==> src/rtl/mult_div_unit.sv <==
// Multi-cycle MULT/MULTU/DIV/DIVU unit with HI/LO for the MIPS EX stage.
// Optional abort port enabled by defining MDU_CANCEL_EN.
module mult_div_unit #(
    parameter int XLEN = 32
) (
    input  logic            clk,
    input  logic            reset,
    input  logic            start,
    input  logic [1:0]      op,
    input  logic [XLEN-1:0] A,
    input  logic [XLEN-1:0] B,
    input  logic            mthi,
    input  logic            mtlo,
`ifdef MDU_CANCEL_EN
    input  logic            cancel,
`endif
    output logic            busy,
    output logic            done,
    output logic            div_by_zero,
    output logic [XLEN-1:0] HI,
    output logic [XLEN-1:0] LO
);
    localparam int CW = $clog2(XLEN);

    typedef enum logic [1:0] {S_IDLE, S_MUL, S_DIV, S_FIX} state_t;

    state_t            state_q, state_d;
    logic [CW-1:0]     count;
    logic [XLEN-1:0]   w_hi, w_lo, opb, a_raw;
    logic              is_div, neg_q, neg_r, b_zero;
    logic              kill;

`ifdef MDU_CANCEL_EN
    assign kill = cancel;
`else
    assign kill = 1'b0;
`endif

    assign busy = (state_q != S_IDLE);

    // Operand conditioning: signed ops work on magnitudes, signs fixed up in FIX.
    logic            sgn;
    logic [XLEN-1:0] a_abs, b_abs;
    assign sgn   = ~op[0];
    assign a_abs = (sgn && A[XLEN-1]) ? (~A + 1'b1) : A;
    assign b_abs = (sgn && B[XLEN-1]) ? (~B + 1'b1) : B;

    // One shift-add step: w_hi accumulates, w_lo holds the remaining multiplier bits.
    logic [XLEN:0] mul_sum;
    assign mul_sum = {1'b0, w_hi} + (w_lo[0] ? {1'b0, opb} : {(XLEN+1){1'b0}});

    // One restoring-divide step: w_hi is the partial remainder, w_lo dividend/quotient.
    logic [XLEN:0] div_r, div_diff;
    assign div_r    = {w_hi, w_lo[XLEN-1]};
    assign div_diff = div_r - {1'b0, opb};

    logic [2*XLEN-1:0] prod, prod_fix;
    logic [XLEN-1:0]   q_fix, r_fix;
    assign prod     = {w_hi, w_lo};
    assign prod_fix = neg_q ? (~prod + 1'b1) : prod;
    assign q_fix    = neg_q ? (~w_lo + 1'b1) : w_lo;
    assign r_fix    = neg_r ? (~w_hi + 1'b1) : w_hi;

    always_comb begin
        state_d = state_q;
        case (state_q)
            S_IDLE:       if (start) state_d = op[1] ? S_DIV : S_MUL;
            S_MUL, S_DIV: if (count == CW'(XLEN-1)) state_d = S_FIX;
            S_FIX:        state_d = S_IDLE;
            default:      state_d = S_IDLE;
        endcase
        if (kill && state_q != S_IDLE) state_d = S_IDLE;
    end

    always_ff @(posedge clk) begin
        if (reset) begin
            state_q     <= S_IDLE;
            count       <= '0;
            w_hi        <= '0;
            w_lo        <= '0;
            opb         <= '0;
            a_raw       <= '0;
            is_div      <= 1'b0;
            neg_q       <= 1'b0;
            neg_r       <= 1'b0;
            b_zero      <= 1'b0;
            HI          <= '0;
            LO          <= '0;
            done        <= 1'b0;
            div_by_zero <= 1'b0;
        end else begin
            state_q     <= state_d;
            done        <= 1'b0;
            div_by_zero <= 1'b0;
            case (state_q)
                S_IDLE: begin
                    if (start) begin
                        count  <= '0;
                        w_hi   <= '0;
                        w_lo   <= op[1] ? a_abs : b_abs;
                        opb    <= op[1] ? b_abs : a_abs;
                        a_raw  <= A;
                        is_div <= op[1];
                        neg_q  <= sgn & (A[XLEN-1] ^ B[XLEN-1]);
                        neg_r  <= sgn & A[XLEN-1];
                        b_zero <= (B == '0);
                    end else begin
                        if (mthi) HI <= A;
                        if (mtlo) LO <= A;
                    end
                end
                S_MUL: begin
                    w_hi  <= mul_sum[XLEN:1];
                    w_lo  <= {mul_sum[0], w_lo[XLEN-1:1]};
                    count <= count + 1'b1;
                end
                S_DIV: begin
                    w_hi  <= div_diff[XLEN] ? div_r[XLEN-1:0] : div_diff[XLEN-1:0];
                    w_lo  <= {w_lo[XLEN-2:0], ~div_diff[XLEN]};
                    count <= count + 1'b1;
                end
                S_FIX: begin
                    if (!kill) begin
                        done <= 1'b1;
                        if (!is_div) begin
                            HI <= prod_fix[2*XLEN-1:XLEN];
                            LO <= prod_fix[XLEN-1:0];
                        end else if (b_zero) begin
                            HI          <= a_raw;
                            LO          <= '1;
                            div_by_zero <= 1'b1;
                        end else begin
                            HI <= r_fix;
                            LO <= q_fix;
                        end
                    end
                end
                default: ;
            endcase
        end
    end
endmodule

==> config.mk <==
export PLATFORM = sky130hd
export DESIGN_NAME = mult_div_unit
export DESIGN_NICKNAME = d
export VERILOG_FILES = /design/src/rtl/mult_div_unit.sv
export SDC_FILE = /design/constraint.sdc
export NUM_CORES = 1
export LEC_CHECK = 0
export CAP_MARGIN = 20
export CORE_MARGIN = 2
export CORE_UTILIZATION = 37
export DETAILED_ROUTE_END_ITERATION = 10
export GPL_ROUTABILITY_DRIVEN = 0
export GPL_TIMING_DRIVEN = 0
export HOLD_SLACK_MARGIN = 0.06
export PLACE_DENSITY = 0.52
export SYNTH_ARGS = -nofsm -noshare
export SYNTH_HDL_FRONTEND = slang
export SYNTH_SLANG_ARGS = --single-unit
==> constraint.sdc <==
create_clock -name clk -period 4.81 [get_ports clk]
set_clock_uncertainty 0.15 [all_clocks]
set_input_delay 0.7215 -clock clk [delete_from_list [all_inputs] [get_ports clk]]
set_output_delay 0.7215 -clock clk [all_outputs]
set_load 0.01 [all_outputs]
==> flow_summary.ini <==
[status]
status = completed

[cts]
clkSlewWorstSetupHoldPaths_ns = 0.06
post_cts_buffers = 0
h-tree-depth = 1
cts_buffers = 26
clock_path_buffers = 3
clock-sinks = 205
clock-root-buffer = clkbuf_16
clk_latency_ns = 0.57
cts_tree = done

[power]
ir_drop_mv = 0.319
power_density_nw_per_um2 = 432
design_power_total_w = 0.00848
p_leak_nw = 7.26

[final_layout]
fin_nets = 2656
diodes = 0
instances_no_fill = 3120
drive_above_1_share_pct = 4.15
areaGrowthSynthToFinish_pct = 17.3

[synth]
yosysUniqueCellTypes = 84
synthArstFlopShare_pct = 0
yosys_warnings = 0
synth_xor_area_share_pct = 8.68
synthMuxAreaShare_pct = 2.53
synth_area_um2 = 16700
synthFlopType = dfxtp_1
syn_avg_cell_area_um2 = 7.12
synth-edff-count = 0
synth_fp_nets = 2498
seq_area_frac_synth_pct = 24.5
ys_top_cells_by_area = dfxtp_1, a21oi_1, nand2_1
synthAdderAreaFrac_pct = 5.77
synth_compound_area_share_pct = 30.9
syn_inst = 2351
synth-simple-area-share_pct = 21.4
yosysTopAreaCellShare_pct = 24.5
synth_top_area_cell = dfxtp_1
ys_ff_latch = 205
synth_top_family_by_area = compound AO/OA/AOI/OAI gates

[die]
dieHeight_um = 217
num_rows = 77
core_area_um2 = 44400
die_area_um2 = 47000
die_x_um = 217
start_util_pct = 37.7
ios = 138

[setup_path]
cp-end-kind = flop
crit_arrival_ns = 4.95
crit_required_ns = 5.07
crit_path_start_kind = flop
worstPathMaxFanout = 10
crit_type = flop to flop

[placed_design]
place_inst = 3074
portBuffers = 129
dpl.hpwl_mm = 62.1

[hold_path]
hold_class = flop to flop

[route]
ant_nets = 0
first_pass_iters = 6
post_drt_wl_per_cell_um = 25.0
routed_wl_mm = 78.1
drc_errors = 0
vias_per_cell = 6.15
vias = 19200
first_iter_violations = 2163

[grt]
grt_max_degree = 14
grt_pass1_vias = 18200
grt.total_usage_pct = 32.2
grt-ovfl-total = 0
grt_pass1_wl_mm = 114
grt_antenna_before_repair = 0

[timing]
max_slew_margin_pct = 22.2
tightest_slew_ns = 1.15
grt_setup_unrepaired = no
fmax_mhz = 213
fin_tns_setup_ns = 0
min_period_ns = 4.69
period_share_pct = 97.6
slew_violations = 0
setup_viol = 0
finalHoldViolCount = 0

[flow_run]
maxCapViolCount = 0
## routing by layer
metal	up-vias	global-route usage [%]	share of wire (%)
li1	8837	-	-
met1	9140	42.7	42
met2	1005	50.3	43
met3	195	5.59	9.3
met4	0	15.8	5.6
met5	-	0	0
## cell type report
| class | count | area (um2) |
|---|---|---|
| Tap cell | 592 | 741 |
| Buffer | 193 | 761 |
| Inverter | 77 | 289 |
| Timing Repair Buffer | 131 | 1310 |
| Multi-Input combinational cell | 1875 | 11600 |
| Sequential cell | 205 | 4100 |
| Fill cell | 4639 | 24800 |
| Clock inverter | 8 | 85.1 |
| Clock buffer | 39 | 759 |
## per-stage QoR
stage	utilization (%)	setup WS (ns)	instance area, um2	hold slack, ns
2_1_floorplan	-	1.11	16700	0.282
3_3_place_gp	42.3	-0.727	18800	0.292
3_5_place_dp	42.3	-0.551	18800	0.295
4_1_cts	44.2	0.0487	19600	0.302
5_1_grt	44.2	0.0379	19600	0.319
6_report	44.2	0.117	19600	0.300
## where the power goes
| group | total, W | switching, W | internal (W) | leakage, nW |
|---|---|---|---|---|
| sequential | 0.00236 | 0.000320 | 0.00204 | 1.68 |
| combinational | 0.00415 | 0.00276 | 0.00139 | 5.17 |
| clock | 0.00197 | 0.000830 | 0.00114 | 0.409 |
## cell usage in the layout, fill, tap and decap left out, drive strengths merged, types with 7 or more instances in the layout
master	n
a211oi	48
a21o	28
a21oi	288
a221oi	18
a222oi	13
a22o	9
a22oi	33
a31oi	14
and2	14
and3	10
buf	20
clkbuf	213
clkdlybuf4s50	129
clkinv	7
dfxtp	205
ha	74
inv	75
mux2	19
mux2i	21
nand2	294
nand2b	21
nand3	28
nand4	17
nor2	238
nor2b	15
nor3	61
nor4	23
o211ai	46
o21a	15
o21ai	155
o221ai	42
o22ai	10
o31ai	28
o41ai	11
or2	11
or3	18
or4	19
xnor2	103
xor2	63
## worst paths after layout
kind	end	start	slack (ns)	cells past startpoint
hold reg to reg	a_raw[30]	a_raw[30]	0.30	2
setup reg to reg	w_hi[30]	w_lo[0]	0.12	14
setup / recovery	w_hi[30]	w_lo[0]	0.12	14
hold / removal	a_raw[30]	a_raw[30]	0.30	2
## worst max-delay path: stages, from the launching register on
cell and delay, ns:
dfxtp_1 0.61, inv_1 0.32, clkbuf_2 0.34, nor2_1 0.16
ha_1 0.30, a21o_1 0.18, a21o_1 0.17, a221o_1 0.38
o211ai_1 0.32, a21oi_1 0.17, nor3_1 0.67, nor3_1 0.18
mux2_2 0.31, a21oi_1 0.16, o22ai_1 0.10
## sequential cells by signal (all words and copies together), names as in the netlist
signal and cells:
HI 32, LO 32, a_raw 32, opb 32, w_hi 32, w_lo 32, count 5, state_q 2
b_zero 1, div_by_zero 1, done 1, is_div 1, neg_q 1, neg_r 1
## cell usage after synthesis (6+ instances only)
cell type,count
and3_1,10
a222oi_1,13
o21ai_1,8
xnor2_1,103
o21ai_0,146
o21a_1,15
mux2i_1,21
nand3_1,28
or2_2,10
buf_1,13
nand2_1,294
clkbuf_1,174
dfxtp_1,205
mux2_2,19
nor4_1,22
nand2b_1,21
o221ai_1,42
and2_1,13
nand4_1,16
nor3_1,61
a211oi_1,47
or3_1,18
nor2b_1,15
a22oi_1,33
ha_1,74
o41ai_1,9
inv_1,74
a21oi_1,288
xor2_1,63
a221oi_1,17
a221o_1,6
a21o_1,28
o22ai_1,10
a22o_1,9
o31ai_1,28
nor2_1,238
a31oi_1,14
o211ai_1,45
or4_1,15
## cells by family (layout without fill, tap and decap cells)
group                    count (synthesis)  in the layout
flip-flops                             205            205
XOR/XNOR                               166            166
AND/OR/NAND/NOR                        787            787
AO/OA/AOI/OAI                          806            806
adder cells (fa/ha/maj)                 76             76
multiplexers                            40             40
buffers and inverters                  271            448
## repair_timing
action / CTS / global route
endpoints found under the setup margin: 27 / 11
resized for setup: 5 / 7
hold buffers: 0 / 0
No activity file was read; power rests on OpenSTA's default activity.
